`src/rtl/clk_div_pkg.sv`:
```
// Shared types for the multi-channel clock divider: channel state encoding and minimum divisor.
// Latency: n/a (declarations only).
// Backpressure: n/a.
package clk_div_pkg;

    typedef enum logic [1:0] {
        ST_IDLE = 2'd0,
        ST_RUN  = 2'd1,
        ST_STOP = 2'd2
    } chan_state_t;

    // Divisors below this value cannot form a period; a channel loaded with one parks in IDLE.
    localparam int unsigned MIN_DIV = 2;

endpackage

```
`src/rtl/clk_div_chan.sv`:
```
// One divider channel: counter, shadowed divisor, IDLE/RUN/STOP FSM, flop-driven output.
// Latency: RUN entered one edge after en is sampled; divisor updates land on period boundaries.
// Backpressure: none; div_wr is always accepted into the shadow (last write wins).
module clk_div_chan
    import clk_div_pkg::*;
#(
    parameter int          WIDTH   = 16,
    parameter int unsigned RST_DIV = 40_000
) (
    input  logic             clk,
    input  logic             rst_n,
    input  logic             en,
    input  logic             div_wr,
    input  logic [WIDTH-1:0] div_val,
    input  logic             sync,
    output logic             clk_out,
    output logic             busy
`ifdef CLK_DIV_MULTI_TICK_EN
    ,output logic            tick
`endif
);

    localparam logic [WIDTH-1:0] RST_DIV_W = WIDTH'(RST_DIV);
    localparam logic [WIDTH-1:0] MIN_DIV_W = WIDTH'(MIN_DIV);
    localparam logic [WIDTH-1:0] ONE_W     = WIDTH'(1);

    chan_state_t      state_q, state_d;
    logic [WIDTH-1:0] cnt_q, cnt_d;
    logic [WIDTH-1:0] cur_div_q, cur_div_d;
    logic [WIDTH-1:0] shd_div_q, shd_div_d;
    logic             pend_q, pend_d;
    logic             clk_out_q, clk_out_d;
    logic             boundary, restart, eff_pend;
    logic [WIDTH-1:0] eff_div;
`ifdef CLK_DIV_MULTI_TICK_EN
    logic             tick_q, tick_d;
`endif

    always_comb begin
        // A write landing in the boundary or sync cycle is visible to that same update.
        eff_pend  = pend_q | div_wr;
        eff_div   = div_wr ? div_val : shd_div_q;
        boundary  = (state_q != ST_IDLE) && (cnt_q == cur_div_q - ONE_W);
        restart   = (state_q == ST_RUN) && sync;

        state_d   = state_q;
        cnt_d     = cnt_q;
        cur_div_d = cur_div_q;
        shd_div_d = eff_div;
        pend_d    = eff_pend;
`ifdef CLK_DIV_MULTI_TICK_EN
        tick_d    = 1'b0;
`endif

        case (state_q)
            ST_IDLE: begin
                cnt_d = '0;
                if (pend_q) begin
                    cur_div_d = shd_div_q;
                    pend_d    = div_wr;
                end else if (en && (cur_div_q >= MIN_DIV_W)) begin
                    state_d = ST_RUN;
                end
            end
            default: begin
                if (restart || boundary) begin
                    cnt_d = '0;
                    if (eff_pend) begin
                        cur_div_d = eff_div;
                        pend_d    = 1'b0;
                    end
`ifdef CLK_DIV_MULTI_TICK_EN
                    tick_d = boundary && !restart;
`endif
                    if (cur_div_d < MIN_DIV_W)
                        state_d = ST_IDLE;
                    else if (en)
                        state_d = ST_RUN;
                    else
                        state_d = restart ? ST_STOP : ST_IDLE;
                end else begin
                    cnt_d   = cnt_q + ONE_W;
                    state_d = en ? ST_RUN : ST_STOP;
                end
            end
        endcase

        // Output is computed from next-cycle counter so the flop holds (cnt >= N>>1) exactly.
        clk_out_d = (state_d != ST_IDLE) && (cnt_d >= (cur_div_d >> 1));
    end

    always_ff @(posedge clk or negedge rst_n) begin
        if (!rst_n) begin
            state_q   <= ST_IDLE;
            cnt_q     <= '0;
            cur_div_q <= RST_DIV_W;
            shd_div_q <= RST_DIV_W;
            pend_q    <= 1'b0;
            clk_out_q <= 1'b0;
        end else begin
            state_q   <= state_d;
            cnt_q     <= cnt_d;
            cur_div_q <= cur_div_d;
            shd_div_q <= shd_div_d;
            pend_q    <= pend_d;
            clk_out_q <= clk_out_d;
        end
    end

`ifdef CLK_DIV_MULTI_TICK_EN
    always_ff @(posedge clk or negedge rst_n) begin
        if (!rst_n)
            tick_q <= 1'b0;
        else
            tick_q <= tick_d;
    end

    assign tick = tick_q;
`endif

    assign clk_out = clk_out_q;
    assign busy    = (state_q != ST_IDLE);

endmodule

```
`src/rtl/clk_div_multi.sv`:
```
// CHANNELS independent glitch-free clock dividers with shared sync; tick port only with CLK_DIV_MULTI_TICK_EN.
// Latency: per channel, one edge from en to RUN; outputs are flop-driven.
// Backpressure: none; writes and sync are accepted every cycle.
module clk_div_multi
    import clk_div_pkg::*;
#(
    parameter int          WIDTH    = 16,
    parameter int          CHANNELS = 2,
    parameter int unsigned RST_DIV  = 40_000
) (
    input  logic                      clk,
    input  logic                      rst_n,
    input  logic [CHANNELS-1:0]       en,
    input  logic [CHANNELS-1:0]       div_wr,
    input  logic [CHANNELS*WIDTH-1:0] div_val,
    input  logic                      sync,
    output logic [CHANNELS-1:0]       clk_out,
    output logic [CHANNELS-1:0]       busy
`ifdef CLK_DIV_MULTI_TICK_EN
    ,output logic [CHANNELS-1:0]      tick
`endif
);

    for (genvar i = 0; i < CHANNELS; i++) begin : g_chan
        clk_div_chan #(
            .WIDTH   (WIDTH),
            .RST_DIV (RST_DIV)
        ) u_chan (
            .clk     (clk),
            .rst_n   (rst_n),
            .en      (en[i]),
            .div_wr  (div_wr[i]),
            .div_val (div_val[i*WIDTH +: WIDTH]),
            .sync    (sync),
            .clk_out (clk_out[i]),
            .busy    (busy[i])
`ifdef CLK_DIV_MULTI_TICK_EN
            ,.tick   (tick[i])
`endif
        );
    end

endmodule

```
`config.mk`:
```
export PLATFORM = sky130hd
export DESIGN_NAME = clk_div_multi
export DESIGN_NICKNAME = d
export VERILOG_FILES = /design/src/rtl/clk_div_pkg.sv /design/src/rtl/clk_div_chan.sv /design/src/rtl/clk_div_multi.sv
export SDC_FILE = /design/constraint.sdc
export NUM_CORES = 1
export LEC_CHECK = 0
export BUFFER_PORTS_ARGS = -buffer_cell sky130_fd_sc_hd__buf_2
export CORE_AREA = 8 8 118 120
export DETAILED_ROUTE_END_ITERATION = 8
export DIE_AREA = 0 0 126 128
export GPL_TIMING_DRIVEN = 1
export PLACE_DENSITY = 0.78
export SKIP_CTS_REPAIR_TIMING = 1
export SLEW_MARGIN = 20
export SYNTH_ARGS = -nofsm -noshare
export SYNTH_HDL_FRONTEND = slang
export SYNTH_SLANG_ARGS = --single-unit
```
`constraint.sdc`:
```
create_clock -name clk -period 8.8 [get_ports clk]
set_clock_uncertainty 0.15 [all_clocks]
set_input_delay 1.76 -clock clk [delete_from_list [all_inputs] [get_ports clk]]
set_output_delay 1.76 -clock clk [all_outputs]
set_load 0.02 [all_outputs]
```
==> results of run 1 <==
registers in the layout (all words and copies together), names as in the netlist:
register / count
g_chan.u_chan.cnt_q: 32
g_chan.u_chan.clk_out: 2
g_chan.u_chan.cur_div_q: 32
g_chan.u_chan.pend_q: 2
g_chan.u_chan.shd_div_q: 32
g_chan.u_chan.state_q: 4
per-layer routing:
layer,vias to the layer above,GRT usage,wire [microns]
met5,-,0,0
met4,0,0.09059,485
met3,39,0.04617,734
met2,137,0.3762,8319
met1,2698,0.2479,7000
li1,2598,-,-
cells in the mapped netlist (21+ instances only):
cell type,instances
xnor2_1,44
dfrtp_1,84
a21oi_1,26
mux2i_1,55
ha_1,36
mux2_2,42
nand3_1,27
xor2_1,29
o21ai_0,21
inv_1,50
nand2_1,32
nor2_1,69
layout make-up:
type | count | area (sq um) | area share
flip-flops and latches | 104 | 2628 | 0.3451
repair buffers | 46 | 242.7 | 0.03188
multi-input cells | 535 | 4084 | 0.5363
well taps | 150 | 187.7 | 0.02465
clock buffers | 16 | 281.5 | 0.03697
inverters | 51 | 191.4 | 0.02514
stage by stage:
step                      cells  area [sq um]
final                       902          7615
after global routing        902          7615
after CTS                   902          7610
after detailed placement    886          7328
after global placement      886          7328
after floorplan             726          7086
where the power goes:
part / switching [uW] / internal, uW
combinational: 367 / 323
clock: 172 / 216
sequential: 182 / 591
total: 721 / 1130
kinds of logic (layout without fill, tap and decap cells):
kind of cell	Yosys count	after routing	synth area share
AOI/OAI and AO/OA	95	95	0.09059
xor gates and xnor gates	73	73	0.09023
adders and majority gates	36	36	0.06357
buffers and inverters	87	113	0.05350
DFF	104	104	0.3708
muxes	108	108	0.1667
and+or+nand+nor	223	223	0.1646
path summary, 6_finish.rpt:
check,startpoint,endpoint,slack (ps),cells after the start
max,g_chan[0].u_chan.cur_div_q[0],g_chan[0].u_chan.clk_out,3090,19
min,g_chan[1].u_chan.shd_div_q[0],g_chan[1].u_chan.shd_div_q[0],370,1
max reg2reg,g_chan[0].u_chan.cur_div_q[0],g_chan[0].u_chan.clk_out,3090,19
min reg2reg,g_chan[1].u_chan.shd_div_q[0],g_chan[1].u_chan.shd_div_q[0],370,1
max in group asynchronous,rst_n,g_chan[0].u_chan.cnt_q[0],6060,2
min in group asynchronous,rst_n,g_chan[1].u_chan.shd_div_q[2],1180,1
worst max-delay path: stages (launching register included):
cell and delay [ps]:
dfrtp_1 430, inv_1 150, ha_1 220, nor3b_2 580
nand4_1 190, xnor2_1 170, a2111oi_0 400, nand2_1 190
o31ai_4 190, buf_4 360, nand2b_1 500, nor2_1 150
ha_1 320, a2111oi_0 530, a2111oi_0 210, a21oi_1 180
nor2b_1 60, o21ai_0 240, a31oi_1 130, o2bb2a_2 270
==> metrics.cfg, run 1 <==
[run_status]
status=finished clean

[synth]
synth.area.top_cells=dfrtp_1, mux2i_1, dfstp_2
synth_edf_count=0
mappedNetlistArea_sq_um=7086
postSynthAreaPerCell_sq_um=9.760
yosysSeqAreaShare=0.3708
synth_warnings=0
synth_cells=726
ys_ff_latch=104
ys_types=66
yosys.area.top_type=dfrtp_1
synth_nets=801
post-synth-top-area-fraction=0.2967
synth-async-reset-ratio=1.000
ys.flop_type=dfrtp_1

[sta]
setup_slack_ps=3086
fmax_mhz=175.0
finalSetupViolCount=0
slew_violations=0
relSlewSlack=0.3805
worstMarginPinSlew_ps=921.6
hold_violations=0
fin_crit_ps=5714
period_share=0.6493
hold_ws_ps=370.5
setup_tns_ps=0
grt_setup_unrepaired=no

[global_route]
antenna_found_initial=0
grt_usage=0.2141
grt_max_degree=73
grt-ovfl-total=0
first_global_vias=5796
grt_pass1_wl_microns=28020

[place]
port_buffers=42
hpwl_microns=12520
place_congestion=0.8703
pre_cts_slack_ps=2690

[critical_path]
path_max_fanout=25
worst_setup_path_end_kind=flip-flop
arrival_ps=5810
cp-start-kind=flip-flop
crit_type=flip-flop to flip-flop
cp.required_ps=8890

[floorplanning]
die_w_microns=126
die_h_microns=128
core_sq_um=12210
initial_core_util=0.5803
rows=41
dieArea_sq_um=16130
num_io_pins=43

[layout]
fin_util=0.6237
final_cell_mix=dfrtp_1, nor2_1, mux2i_1
fillers=1014
drive_above_1_share=0.1888
areaGrowthSynthToFinish_pct=7.469
num-nets-final=822
final_common_cell=dfrtp_1
n_antenna_cell=0

[drt]
avgViaCountPerCell=6.067
num_vias=5472
drt_iter0_drc=511
first_pass_iters=4
routed_wl_microns=16540
routedWlPerCell_microns=18.34
drtAntennaViolNets=0
drc_errors=0

[clock_tree]
clockRootBuffer=clkbuf_16
htreeDepth=3
cts_sinks=104
tritoncts=yes
cts_buffer_depth=2
clk_latency_ps=350
cts_made_buffers=9
clkSlewWorstSetupHoldPaths_ps=70

[power]
powerDensity_nw_per_um2=243.0
power.total_uw=1850
ir_drop_mv=0.1741
leakagePower_uw=0.003425

[min_path]
hold_path_class=flip-flop to flip-flop

[run]
maxCapViolations=0

(Power assumes the default switching activity.)
==> run 2, diff against run 1 <==
ABC_AREA = 1   (was unset)
CORE_AREA = 8 8 119 121   (was 8 8 118 120)
DIE_AREA = 0 0 127 129   (was 0 0 126 128)
PLACE_DENSITY = 0.77   (was 0.78)
clock period = 5.85 ns   (was 8.8 ns; I/O delays follow)
==> run 2 against run 1 <==
Against the previous run:
- hold slack worse by 38 ps
- critical path depth up 13
- critical endpoint unchanged
- first-iteration DRC count rose by 3.3%
- non-clock buffer count is 1 higher
- maximum frequency grew 33%
- count of clock-buffer cells in the layout down 4
- die area increased by 1.6%
==> metrics.cfg, run 2 <==
[synth]
synth_top_family_by_area=simple AND/OR/NAND/NOR gates
yosysSeqAreaShare=0.3659
synth-async-reset-ratio=1.000
synthAdderAreaFrac=0.06272
post-synth-top-area-fraction=0.2927
synth.area.mux_share=0
synth_cells=1034
ys.flop_type=dfrtp_1
synth-simple-area-share=0.3146
mappedNetlistArea_sq_um=7182
synth_edf_count=0
yosysMostFrequentCell=nand2_1
synth_common_cells=nand2_1, inv_1, nor2_1
ys_ff_latch=104
synth.area.top_cells=dfrtp_1, nand2_1, inv_1
synth_compound_area_frac=0.1052
postSynthAreaPerCell_sq_um=6.946
synth_warnings=0
synth_xor_xnor_area_share=0.05000
ys_types=41
synth_nets=1109
yosys.area.top_type=dfrtp_1

[layout]
seq_area_sq_um=2628
num-nets-final=1137
drive_above_1_share=0.09560
final_cell_mix=nand2_1, inv_1, nor2_1
n_antenna_cell=0
multi_input_area_sq_um=3825
fillers=1161
areaGrowthSynthToFinish_pct=7.875
final_common_cell=nand2_1
fin_cells=1217
reg.largest.list=g_chan.u_chan.cnt_q x32, g_chan.u_chan.cur_div_q x32, g_chan.u_chan.shd_div_q x32

[clock_tree]
tritoncts=yes
clk_latency_ps=360
cts_buffer_depth=2
clkSlewWorstSetupHoldPaths_ps=70
htreeDepth=3
clockRootBuffer=clkbuf_16
cts_sinks=104
cts_made_buffers=9

[place]
place_congestion=0.9094
port_buffers=42
placed_cells=1201
hpwl_microns=14220

[floorplanning]
core_sq_um=12310
initial_core_util=0.5833
dieArea_sq_um=16380
die_h_microns=129
die_w_microns=127
rows=41
num_io_pins=43

[critical_path]
cpPeakStageDelay_ps=450
r2r-start=g_chan[0].u_chan.cur_div_q[0]
worstReg2RegEnd=g_chan[0].u_chan.clk_out
worst_setup_path_end_kind=flip-flop
cp-start-kind=flip-flop
path_common_cell=nand2_1
critical-path-slowest-cell=nand2_1
reg2reg_depth=32
r2r_slack_ps=1540
path_max_fanout=31
crit_type=flip-flop to flip-flop
cp.required_ps=5960
arrival_ps=4410

[drt]
num_vias=6564
avgViaCountPerCell=5.394
drt-met1-wl_microns=9429
top_layer=met4
drtAntennaViolNets=0
first_pass_iters=5
routedWlPerCell_microns=15.06
dr_wl_met3_microns=1594
drt_iter0_drc=528
drc_errors=0
dr_wl_met2_microns=7050
routed_wl_microns=18330

[sta]
fmax_mhz=232.2
slew_violations=0
grt_setup_unrepaired=no
setup_tns_ps=0
period_share=0.7361
finalSetupViolCount=0
hold_ws_ps=332.7
worstMarginPinSlew_ps=745.9
relSlewSlack=0.5027
fin_crit_ps=4306
hold_violations=0

[global_route]
antenna_found_initial=0
grt_pass1_wl_microns=29850
grt_max_degree=59
grt_usage=0.2326
grt-ovfl-total=0
first_global_vias=5910

[power]
pwr-share-seq=0.315
combinationalPowerShare=0.518
clockPowerShare=0.167
leakagePower_uw=0.004079
p_sw_uw=1723
power.total_uw=3562
ir_drop_mv=0.2364
power_switching_share=0.4838
powerDensity_nw_per_um2=459.7
p_int_uw=1839

[min_path]
hp-start=g_chan[0].u_chan.shd_div_q[12]
hold_path_class=flip-flop to flip-flop
whs_path_depth=2
holdPathEnd=g_chan[0].u_chan.shd_div_q[12]

[run_status]
status=finished clean

[run]
maxCapViolations=0

[run 2: cell types whose count changed in the layout (fill, tap and decap cells not counted), sizes merged, moves of 35 or more]
cell	change
xnor2	-35
nor2	+47
mux2	-53
nand2	+292
o21ai	+53
mux2i	-55
inv	+103
[run 2: through the flow]
| stage | setup WS, ps | utilization | area (sq um) |
|---|---|---|---|
| after detailed placement | 1491 | 0.6063 | 7465 |
| final | 1544 | 0.6293 | 7747 |
| after global routing | 1112 | 0.6293 | 7747 |
| after global placement | 1607 | 0.6063 | 7465 |
| after floorplan | 2259 | - | 7182 |
| after CTS | 1586 | 0.6293 | 7747 |
[run 2: worst max path at each step]
| stage | to | slack (ps) | start |
|---|---|---|---|
| floorplan | g_chan[0].u_chan.clk_out | 2260 | div_wr[0] |
| global placement | g_chan[1].u_chan.clk_out | 1610 | div_wr[1] |
| detailed placement | g_chan[1].u_chan.clk_out | 1490 | div_wr[1] |
| CTS | g_chan[0].u_chan.clk_out | 1590 | g_chan[0].u_chan.cur_div_q[0] |
| global route | g_chan[0].u_chan.clk_out | 1110 | g_chan[0].u_chan.cur_div_q[0] |
| finish | g_chan[0].u_chan.clk_out | 1540 | g_chan[0].u_chan.cur_div_q[0] |
[run 2: per-layer routing]
layer,up-vias,track usage
li1,3332,-
met1,2955,0.3677
met2,256,0.3091
met5,-,0
met3,21,0.04055
met4,0,0.06998
[run 2: cell families after synthesis]
logic type               Yosys count
AO/OA/AOI/OAI                    132
XOR/XNOR                          41
adder cells (fa/ha/maj)           36
buffers and inverters            183
flip-flops                       104
AND/OR/NAND/NOR                  538
[run 2: cell type report]
type	instances	area share
clock buffer	12	0.03311
sequential	104	0.3391
clock inverter	4	0.003391
tap	150	0.02422
multi-input combinational	747	0.4937
timing repair buffer	47	0.03230
inverter	153	0.07413
[run 2: power groups by stage]
stage	Combinational, uW	Sequential, uW	Clock [uW]
6_report	1840	1120	596
5_1_grt	2100	1140	627
4_1_cts	1810	1110	605
3_5_place_dp	1800	1120	0
3_3_place_gp	1760	1120	0
2_1_floorplan	1390	1060	0
[run 2: worst max-delay path, delay by kind of cell (launching register included)]
| kind | cells | cell delay [ps] |
|---|---|---|
| flops | 1 | 420 |
| compound gates | 2 | 190 |
| simple gates | 23 | 2230 |
| fa+ha+maj | 2 | 490 |
| buf+inv | 5 | 690 |
==> run 3, diff against run 2 <==
ABC_AREA = 0   (was 1)
CORE_AREA = 8 8 122 124   (was 8 8 119 121)
DIE_AREA = 0 0 130 132   (was 0 0 127 129)
PLACE_DENSITY = 0.76   (was 0.77)
clock period = 3.6 ns   (was 5.85 ns; I/O delays follow)
==> run 3 against run 2 <==
Against the previous run:
- the flow now finishes with violations (setup timing)
- worst setup slack worse by 2500 ps
- critical path type unchanged
- wire length grew 10%
- sequential power up 49%
- core utilization increased by 8.4 points
- combinational power rose by 54%
- largest power group unchanged
- count of clock-buffer cells in the layout fell by 1
- register-to-register slack worse by 2500 ps
- highest routed layer unchanged
- first-iteration DRC count shrank 27%
==> metrics.cfg, run 3 (synthesized netlist as in run 1, its figures left out) <==
[layout]
areaGrowthSynthToFinish_pct=30.74
n_antenna_cell=0
drive_above_1_share=0.3800
final_cell_mix=buf_4, dfrtp_1, nor2_1
final_common_cell=buf_4
reg.largest.list=g_chan.u_chan.cnt_q x32, g_chan.u_chan.cur_div_q x32, g_chan.u_chan.shd_div_q x32
num-nets-final=991
fin_util=0.7137

[drt]
num_vias=6348
drtAntennaViolNets=0
avgViaCountPerCell=5.787
drt_iter0_drc=386
routedWlPerCell_microns=18.46
first_pass_iters=5
drc_errors=0
routed_wl_microns=20250

[critical_path]
arrival_ps=4610
cp.required_ps=3690
startpoint=g_chan[1].u_chan.cur_div_q[3]
reg2reg_depth=22
critical_path.endpoint=g_chan[1].u_chan.clk_out
path_max_fanout=7
worst_setup_path_end_kind=flip-flop
r2r_slack_ps=-920
r2r-start=g_chan[1].u_chan.cur_div_q[3]
worstReg2RegEnd=g_chan[1].u_chan.clk_out
cp-start-kind=flip-flop
crit_type=flip-flop to flip-flop

[sta]
hold_violations=0
period_share=1.254
worstMarginPinSlew_ps=588.0
hold_ws_ps=184.1
finalSetupViolCount=2
relSlewSlack=0.6044
grt_setup_unrepaired=yes
fin_crit_ps=4515
setup_slack_ps=-915.2
slew_violations=0
fmax_mhz=221.5

[floorplanning]
die_w_microns=130
initial_core_util=0.5459
rows=42
core_sq_um=12980
dieArea_sq_um=17160
num_io_pins=43
die_h_microns=132

[place]
hpwl_microns=15470
place_congestion=1.010
pre_cts_slack_ps=-961.7
port_buffers=42

[min_path]
hold_path_class=input pin to asynchronous set/reset pin

[clock_tree]
cts_made_buffers=9
clockRootBuffer=clkbuf_16
cts_buffer_depth=2
clkSlewWorstSetupHoldPaths_ps=70
cts_sinks=104
clk_latency_ps=360
htreeDepth=3
tritoncts=yes

[global_route]
first_global_vias=6679
grt_usage=0.2352
antenna_found_initial=0
grt_pass1_wl_microns=32110
grt_max_degree=69
grt-ovfl-total=0

[power]
leakagePower_uw=0.004358
powerDensity_nw_per_um2=616.8
ir_drop_mv=0.3317

[run_status]
violations=setup timing
status=finished with violations

[run]
maxCapViolations=0

run 3: changes by cell type in the layout (fill, tap and decap cells not counted), moves of 9 or more:
cell	previous run	this run
nand2_1	320	32
buf_4	6	169
inv_1	148	46
mux2i_1	0	54
mux2_2	0	42
nor2_1	109	68
xnor2_1	9	43
o21ai_0	45	15
o21ai_1	29	5
o211ai_1	26	5
nand3_1	44	27
mux2_4	0	9
run 3: layout make-up:
type                       instances  area, sq um
fill                             919         3716
tap                              176        220.2
multi-input combinational        535         4300
clock inverter                     5        127.6
timing repair buffer             215         1548
inverter                          51        191.4
sequential                       104         2634
clock buffer                      11        242.7
run 3: power breakdown:
| part | switching, uW | total (uW) | internal [uW] |
|---|---|---|---|
| clock | 444 | 1210 | 769 |
| combinational | 1440 | 2830 | 1390 |
| sequential | 220 | 1670 | 1450 |
| total | 2110 | 5710 | 3610 |
run 3: through the flow:
| stage | total power, uW | std cells | cell area [sq um] | TNS (ps) |
|---|---|---|---|---|
| 6_report | 5714 | 1097 | 9264 | -1727 |
| 5_1_grt | 6007 | 1097 | 9264 | -2160 |
| 4_1_cts | 5509 | 1087 | 9030 | -1814 |
| 3_5_place_dp | 4269 | 1071 | 8660 | -1691 |
| 3_3_place_gp | 4156 | 1071 | 8660 | -1569 |
| 2_1_floorplan | 3159 | 726 | 7182 | -1332 |
run 3: worst min path at each step:
stage	end	slack [ps]	depth (start not counted)	startpoint
2_1_floorplan	g_chan[0].u_chan.clk_out	270	0	rst_n
3_3_place_gp	g_chan[1].u_chan.shd_div_q[0]	340	1	g_chan[1].u_chan.shd_div_q[0]
3_5_place_dp	g_chan[1].u_chan.shd_div_q[0]	340	1	g_chan[1].u_chan.shd_div_q[0]
4_1_cts	g_chan[0].u_chan.pend_q	200	1	rst_n
5_1_grt	g_chan[1].u_chan.cnt_q[2]	220	1	rst_n
6_report	g_chan[1].u_chan.cur_div_q[2]	180	1	rst_n
run 3: layer usage:
metal / part of all wire / track usage / vias up
met2: 0.51 / 0.4237 / 227
li1: - / - / 2949
met5: 0 / 0 / -
met4: 0.058 / 0.1285 / 0
met1: 0.38 / 0.2502 / 3081
met3: 0.044 / 0.04490 / 91
run 3: worst max-delay path, cell delays in order, from the launching register on:
cell	delay (ps)
dfrtp_1	390
buf_4	170
nor4_4	250
buf_4	180
nand4_1	130
xnor2_2	190
nor4_2	290
nand4_1	190
buf_4	180
o211ai_1	310
buf_4	180
buf_6	120
nor2_1	60
inv_1	60
ha_1	210
nand2b_1	140
a21o_1	150
a21o_1	160
a21oi_2	130
o21ai_2	90
a221oi_2	310
o211ai_1	110
a32o_1	230
